[src/rtl/pacman_seg_scanner.sv]
// pacman_seg_scanner
// Self-timed multiplexed seven-segment scanner for the PacMan board.
// Walks the digits of a common-anode display, lighting each one for
// REFRESH_DIV clocks. It renders the PacMan glyph (top or bottom half-cell,
// four facing directions), a cheese glyph and a blinking game-over pattern.
//
// Position updates from the game FSM go into a pending register. They are
// committed only at the frame boundary, so a frame never shows a half-moved
// PacMan.
//
// Ports:
//   clk          system clock
//   rst          synchronous, active-high reset
//   pos_valid    one-cycle strobe, captures pac_pos/pac_dir into pending
//   pac_pos      {row, column}, row 0 = top half, 1 = bottom half
//   pac_dir      0 up, 1 down, 2 left, 3 right
//   cheese_en    cheese present
//   cheese_pos   cheese {row, column}
//   game_over    level, selects blink mode
//   anodes       active-low digit enables (one-hot-low)
//   cathodes     active-low segment pattern
//   digit_idx    digit currently lit
//   frame_tick   one-cycle pulse when digit 0 starts a new frame
//   cheese_eaten one-cycle pulse when the committed position lands on cheese
module pacman_seg_scanner #(
  parameter int NUM_DIGITS   = 4,
  parameter int REFRESH_DIV  = 100000,
  parameter int BLINK_FRAMES = 64,
  parameter int CW           = $clog2(NUM_DIGITS)
) (
  input  logic                  clk,
  input  logic                  rst,
  input  logic                  pos_valid,
  input  logic [CW:0]           pac_pos,
  input  logic [1:0]            pac_dir,
  input  logic                  cheese_en,
  input  logic [CW:0]           cheese_pos,
  input  logic                  game_over,
  output logic [NUM_DIGITS-1:0] anodes,
  output logic [7:0]            cathodes,
  output logic [CW-1:0]         digit_idx,
  output logic                  frame_tick,
  output logic                  cheese_eaten
);

  localparam int RW = $clog2(REFRESH_DIV);
  localparam int BW = (BLINK_FRAMES > 1) ? $clog2(BLINK_FRAMES) : 1;

  localparam logic [1:0] DIR_UP    = 2'd0;
  localparam logic [1:0] DIR_DOWN  = 2'd1;
  localparam logic [1:0] DIR_LEFT  = 2'd2;
  localparam logic [1:0] DIR_RIGHT = 2'd3;

  localparam logic [7:0] GLYPH_BLANK = 8'hFF;
  localparam logic [7:0] GLYPH_OVER  = 8'b10010011;

  logic [RW-1:0]   refresh_cnt;
  logic            scanning;
  logic [BW-1:0]   blink_cnt;
  logic            blink_phase;
  logic [CW:0]     pend_pos;
  logic [1:0]      pend_dir;
  logic [CW:0]     com_pos;
  logic [1:0]      com_dir;

  logic            refresh_wrap;
  logic            digit_last;
  logic            boundary;
  logic            pos_ok;
  logic            blink_wrap;
  logic [CW-1:0]   digit_nxt;
  logic [CW:0]     com_pos_nxt;
  logic [1:0]      com_dir_nxt;
  logic            blink_phase_nxt;
  logic [NUM_DIGITS-1:0] anodes_nxt;
  logic [7:0]      cathodes_nxt;
  logic            eaten_nxt;

  // The refresh counter holds for the first clock after reset. That clock
  // only lights digit 0, so digit 0 then stays lit for a full REFRESH_DIV
  // period like every other digit.
  // The frame boundary is the wrap of the last digit. Everything that
  // belongs to the new frame (committed position, blink phase) is computed
  // as its next-state value here. The output registers then render digit 0
  // of the new frame with the new values on that same edge.
  always_comb begin
    refresh_wrap    = scanning && (refresh_cnt == RW'(REFRESH_DIV - 1));
    digit_last      = (digit_idx == CW'(NUM_DIGITS - 1));
    boundary        = refresh_wrap && digit_last;
    digit_nxt       = digit_idx;
    if (refresh_wrap) digit_nxt = digit_last ? '0 : digit_idx + 1'b1;
    com_pos_nxt     = boundary ? pend_pos : com_pos;
    com_dir_nxt     = boundary ? pend_dir : com_dir;
    blink_wrap      = (blink_cnt == BW'(BLINK_FRAMES - 1));
    blink_phase_nxt = (boundary && blink_wrap) ? ~blink_phase : blink_phase;
    pos_ok          = ({1'b0, pac_pos[CW-1:0]} < (CW+1)'(NUM_DIGITS));
    eaten_nxt       = boundary && cheese_en && !game_over && (pend_pos == cheese_pos);
  end

  // Anode strobe: only the digit about to be lit is pulled low.
  always_comb begin
    anodes_nxt = '1;
    anodes_nxt[digit_nxt] = 1'b0;
  end

  // Segment pattern for the digit about to be lit. The checks run in
  // priority order: game-over blink, then the PacMan glyph, then the cheese
  // glyph. PacMan therefore hides cheese that shares its cell.
  always_comb begin
    cathodes_nxt = GLYPH_BLANK;
    if (game_over) begin
      if (blink_phase_nxt) cathodes_nxt = GLYPH_OVER;
    end else if (com_pos_nxt[CW-1:0] == digit_nxt) begin
      if (!com_pos_nxt[CW]) begin
        case (com_dir_nxt)
          DIR_UP:   cathodes_nxt = 8'b10111001;
          DIR_DOWN: cathodes_nxt = 8'b00111011;
          DIR_LEFT: cathodes_nxt = 8'b00111101;
          default:  cathodes_nxt = 8'b01111001;
        endcase
      end else begin
        case (com_dir_nxt)
          DIR_UP:   cathodes_nxt = 8'b11000111;
          DIR_DOWN: cathodes_nxt = 8'b11010101;
          DIR_LEFT: cathodes_nxt = 8'b11001101;
          default:  cathodes_nxt = 8'b11100101;
        endcase
      end
    end else if (cheese_en && (cheese_pos[CW-1:0] == digit_nxt)) begin
      cathodes_nxt = cheese_pos[CW] ? 8'b11110111 : 8'b11111110;
    end
  end

  // Scan timing, blink timing and the pending/committed position registers.
  // At the boundary the committed registers take the old pending value.
  // A strobe on that same edge lands in pending and waits for the next frame.
  always_ff @(posedge clk) begin
    if (rst) begin
      scanning    <= 1'b0;
      refresh_cnt <= '0;
      digit_idx   <= '0;
      blink_cnt   <= '0;
      blink_phase <= 1'b0;
      pend_pos    <= '0;
      pend_dir    <= DIR_RIGHT;
      com_pos     <= '0;
      com_dir     <= DIR_RIGHT;
    end else begin
      scanning <= 1'b1;
      if (scanning) refresh_cnt <= refresh_wrap ? '0 : refresh_cnt + 1'b1;
      digit_idx   <= digit_nxt;
      com_pos     <= com_pos_nxt;
      com_dir     <= com_dir_nxt;
      blink_phase <= blink_phase_nxt;
      if (boundary) blink_cnt <= blink_wrap ? '0 : blink_cnt + 1'b1;
      if (pos_valid && pos_ok) begin
        pend_pos <= pac_pos;
        pend_dir <= pac_dir;
      end
    end
  end

  // Registered pin drivers. They blank the display immediately on reset.
  always_ff @(posedge clk) begin
    if (rst) begin
      anodes       <= '1;
      cathodes     <= GLYPH_BLANK;
      frame_tick   <= 1'b0;
      cheese_eaten <= 1'b0;
    end else begin
      anodes       <= anodes_nxt;
      cathodes     <= cathodes_nxt;
      frame_tick   <= boundary;
      cheese_eaten <= eaten_nxt;
    end
  end

endmodule

[config.mk]
export PLATFORM = sky130hd
export DESIGN_NAME = pacman_seg_scanner
export DESIGN_NICKNAME = d
export VERILOG_FILES = /design/src/rtl/pacman_seg_scanner.sv
export SDC_FILE = /design/constraint.sdc
export NUM_CORES = 1
export LEC_CHECK = 0
export CAP_MARGIN = 20
export CORE_MARGIN = 1
export CORE_UTILIZATION = 52
export CTS_BUF_LIST = sky130_fd_sc_hd__clkbuf_4
export CTS_CLUSTER_DIAMETER = 40
export DETAILED_ROUTE_END_ITERATION = 8
export GPL_TIMING_DRIVEN = 0
export PLACE_DENSITY = 0.76
export SLEW_MARGIN = 20
export SYNTH_ARGS = -nofsm -noshare
export SYNTH_HDL_FRONTEND = slang
export SYNTH_SLANG_ARGS = --single-unit
[constraint.sdc]
create_clock -name clk -period 3.2 [get_ports clk]
set_clock_uncertainty 0.05 [all_clocks]
set_input_delay 0.64 -clock clk [delete_from_list [all_inputs] [get_ports clk]]
set_output_delay 0.64 -clock clk [all_outputs]
set_load 0.1 [all_outputs]
==> run summary <==
Max-Cap Viols - 0
critical path startpoint category - register
Final Cycle Share - 85.7%
cell with the most instances after synthesis - dfxtp_1
vias in the first global route - 1,588
Avg Cell Area, Syn - 9.22 µm²
Buf/Inv on CP - 1
origin of the worst setup path - digit_idx[0]
syn_nets - 253
CTS resizes - 0
Core ar. - 4030 µm²
critical path arrival - 2050 ps
CP Data Required Time - 2510 ps
Reg2Reg Setup Slack - 590 ps
antenna violations before repair - 0
Slew Viols, Final - 0
top-level I/O count - 29
Layout Cells excl Fill - 322
critical path's top delay family - buffers and inverters
Main synth FF type - dfxtp_1
unrepaired setup endpoints after global routing - no
Async SR Flop Fraction - 0%
worst-case vdd ir drop - 0.000272 V
Post-CTS Repair Setup Buffers - 0
Leak Pwr - 0.982 nW
DR vias/cell - 5.34
CTS buffer count - 5
Max Used Layer - met4
worst path cell trace - clkdlybuf4s50_1
Final ANT Viol Nets - 0
crit-path max FO - 5
Root Driver - clkbuf_4
final hold vios - 0
final core utilization - 64.1%
Setup TNS - 0 ps
worst hold margin - 463 ps
length in cells of the worst reg-to-reg path - 8
via count - 1,721
Pwr per Cell Area - 404 nW/µm²
Max Fclk - 365 MHz
R2R Path Start - refresh_cnt[0]
M1 wire length - 2030 µm
area of all sequential standard cells - 1020 µm²
Gate Count Post-Synth - 237
Final WS setup - 458 ps
top post-synthesis cells by count - dfxtp_1 (51), nor2_1 (35), nand2_1 (25)
Skew-Pair Late Insertion Delay - 380 ps
diode count - 0
Placer Congestion - 0.851
met2 WL post-DR - 1990 µm
area grow syn2layout - 18.1%
die area - 4470 µm²
GRT Total Usage - 21.1%
Hold Crit Class - register to register
row cnt - 23
critical path type - register to output port
met3 wire length - 130 µm
setup violators final - 0
post-synth top area share - 46.7%
Die H - 66.8 µm
DRC Markers - 0
Sequential Power Share - 62.8%
CTS sink count - 51
Worst Setup EP - digit_idx[0]
status - finished clean
crit end category - output port
initial DRC count - 109
area leader, netlist - dfxtp_1
sw power - 275 µW
Max transition margin - 34.6%
post-synthesis cell type count - 41
worst stage delay on the critical path - 1190 ps
drt wl/cell - 13.1 µm
depth of the CTS H-tree - 2
# port buffers - 27
drt pass-1 iters - 4
share of layout cells above drive strength 1 - 7.72%
Post-DP HPWL - 3150 µm
pre-CTS setup slack - 633 ps
TritonCTS clock tree - done
grt total ovfl - 0
actual slew at the worst max-slew pin - 977 ps
post-synthesis cell area - 2190 µm²
post-synthesis sequential area ratio - 46.7%
Net Sw Frac - 26.4%
area occupied by multi-input gates - 1130 µm²
fin crit period - 2740 ps
reg2reg end - cathodes[3]
hold buffer count at cts - 0
slowest stage cell, crit path - clkdlybuf4s50_1
Fill cells - 364
CTS max path bufs - 2
Starting Density - 54.3%
Int Pwr - 767 µW
final WL - 4200 µm
Gate power share - 8.7%
Synth Register Bits - 51
clock slew at reported path FFs - 140 ps
Die X - 66.8 µm
fin nets - 287
Area contributors post-synth - dfxtp_1 (47%), nor2_1 (6.0%), mux2i_1 (5.0%)
yosys synthesis warning count - 0
critical path depth - 1
global-route wire length before repair - 7040 µm
placed cell count - 314
Post-synth EDFFs - 0
largest net degree at the start of global routing - 18
clock share of power - 28.5%
registers in the layout (all words and copies together), names as in the netlist:
signal and count:
pend_pos 3, frame_tick 1, blink_phase 1, refresh_cnt 17, anodes 4, com_pos 3, com_dir 2, cheese_eaten 1
pend_dir 2, scanning 1, digit_idx 2, blink_cnt 6, cathodes 8
cell type report:
type	instances	share of cell area, %
Multi-Input combinational cell	177	43.8
Sequential cell	51	39.6
Timing Repair Buffer	27	10.5
Tap cell	50	2.42
Clock buffer	5	1.45
Clock inverter	3	0.969
Buffer	5	0.776
Inverter	4	0.582
layer usage:
layer | vias to the layer above | track usage [%]
li1 | 893 | -
met1 | 796 | 26.2
met2 | 28 | 35.1
met3 | 4 | 4.79
met4 | 0 | 8.24
met5 | - | 0
cells by family (layout without fill, tap and decap cells):
kind of cell               Yosys count  in the layout  synth area share [%]
AOI/OAI and AO/OA                   28             28                  7.61
xor gates and xnor gates            22             22                  8.81
adders and majority gates            3              3                  1.72
buffers and inverters                9             44                  1.60
DFF                                 51             51                  46.7
muxes                               14             14                  7.21
and+or+nand+nor                    110            110                  26.3
how the worst min path moves through the flow:
stage	startpoint	to	depth (start not counted)
finish	refresh_cnt[1]	refresh_cnt[1]	2
global route	refresh_cnt[13]	refresh_cnt[13]	2
CTS	refresh_cnt[1]	refresh_cnt[1]	2
detailed placement	refresh_cnt[15]	refresh_cnt[15]	2
global placement	refresh_cnt[1]	refresh_cnt[1]	2
floorplan	refresh_cnt[1]	refresh_cnt[1]	2
power groups by stage:
stage	clock (mW)	combinational (mW)	sequential, mW
after CTS	0.306	0.0907	0.655
after floorplan	0	0.0275	0.697
final	0.297	0.0905	0.654
after detailed placement	0	0.0906	0.668
after global placement	0	0.0896	0.668
after global routing	0.332	0.0959	0.657
through the flow:
stage / power, mW / area, µm²
2_1_floorplan: 0.725 / 2190
5_1_grt: 1.08 / 2580
3_3_place_gp: 0.757 / 2520
6_report: 1.04 / 2580
3_5_place_dp: 0.759 / 2520
4_1_cts: 1.05 / 2580
cell usage in the layout, fill, tap and decap left out, types with 8 or more instances in the layout:
cell,Yosys,routed
nor3_1,8,8
nand2_1,25,25
a21oi_1,12,12
dfxtp_1,51,51
mux2i_1,11,11
clkdlybuf4s50_1,0,27
xor2_1,12,12
nor2_1,35,35
xnor2_1,10,10
nand3_1,9,9
o21ai_0,8,8
Note: power is estimated with default switching activity, not from simulation.
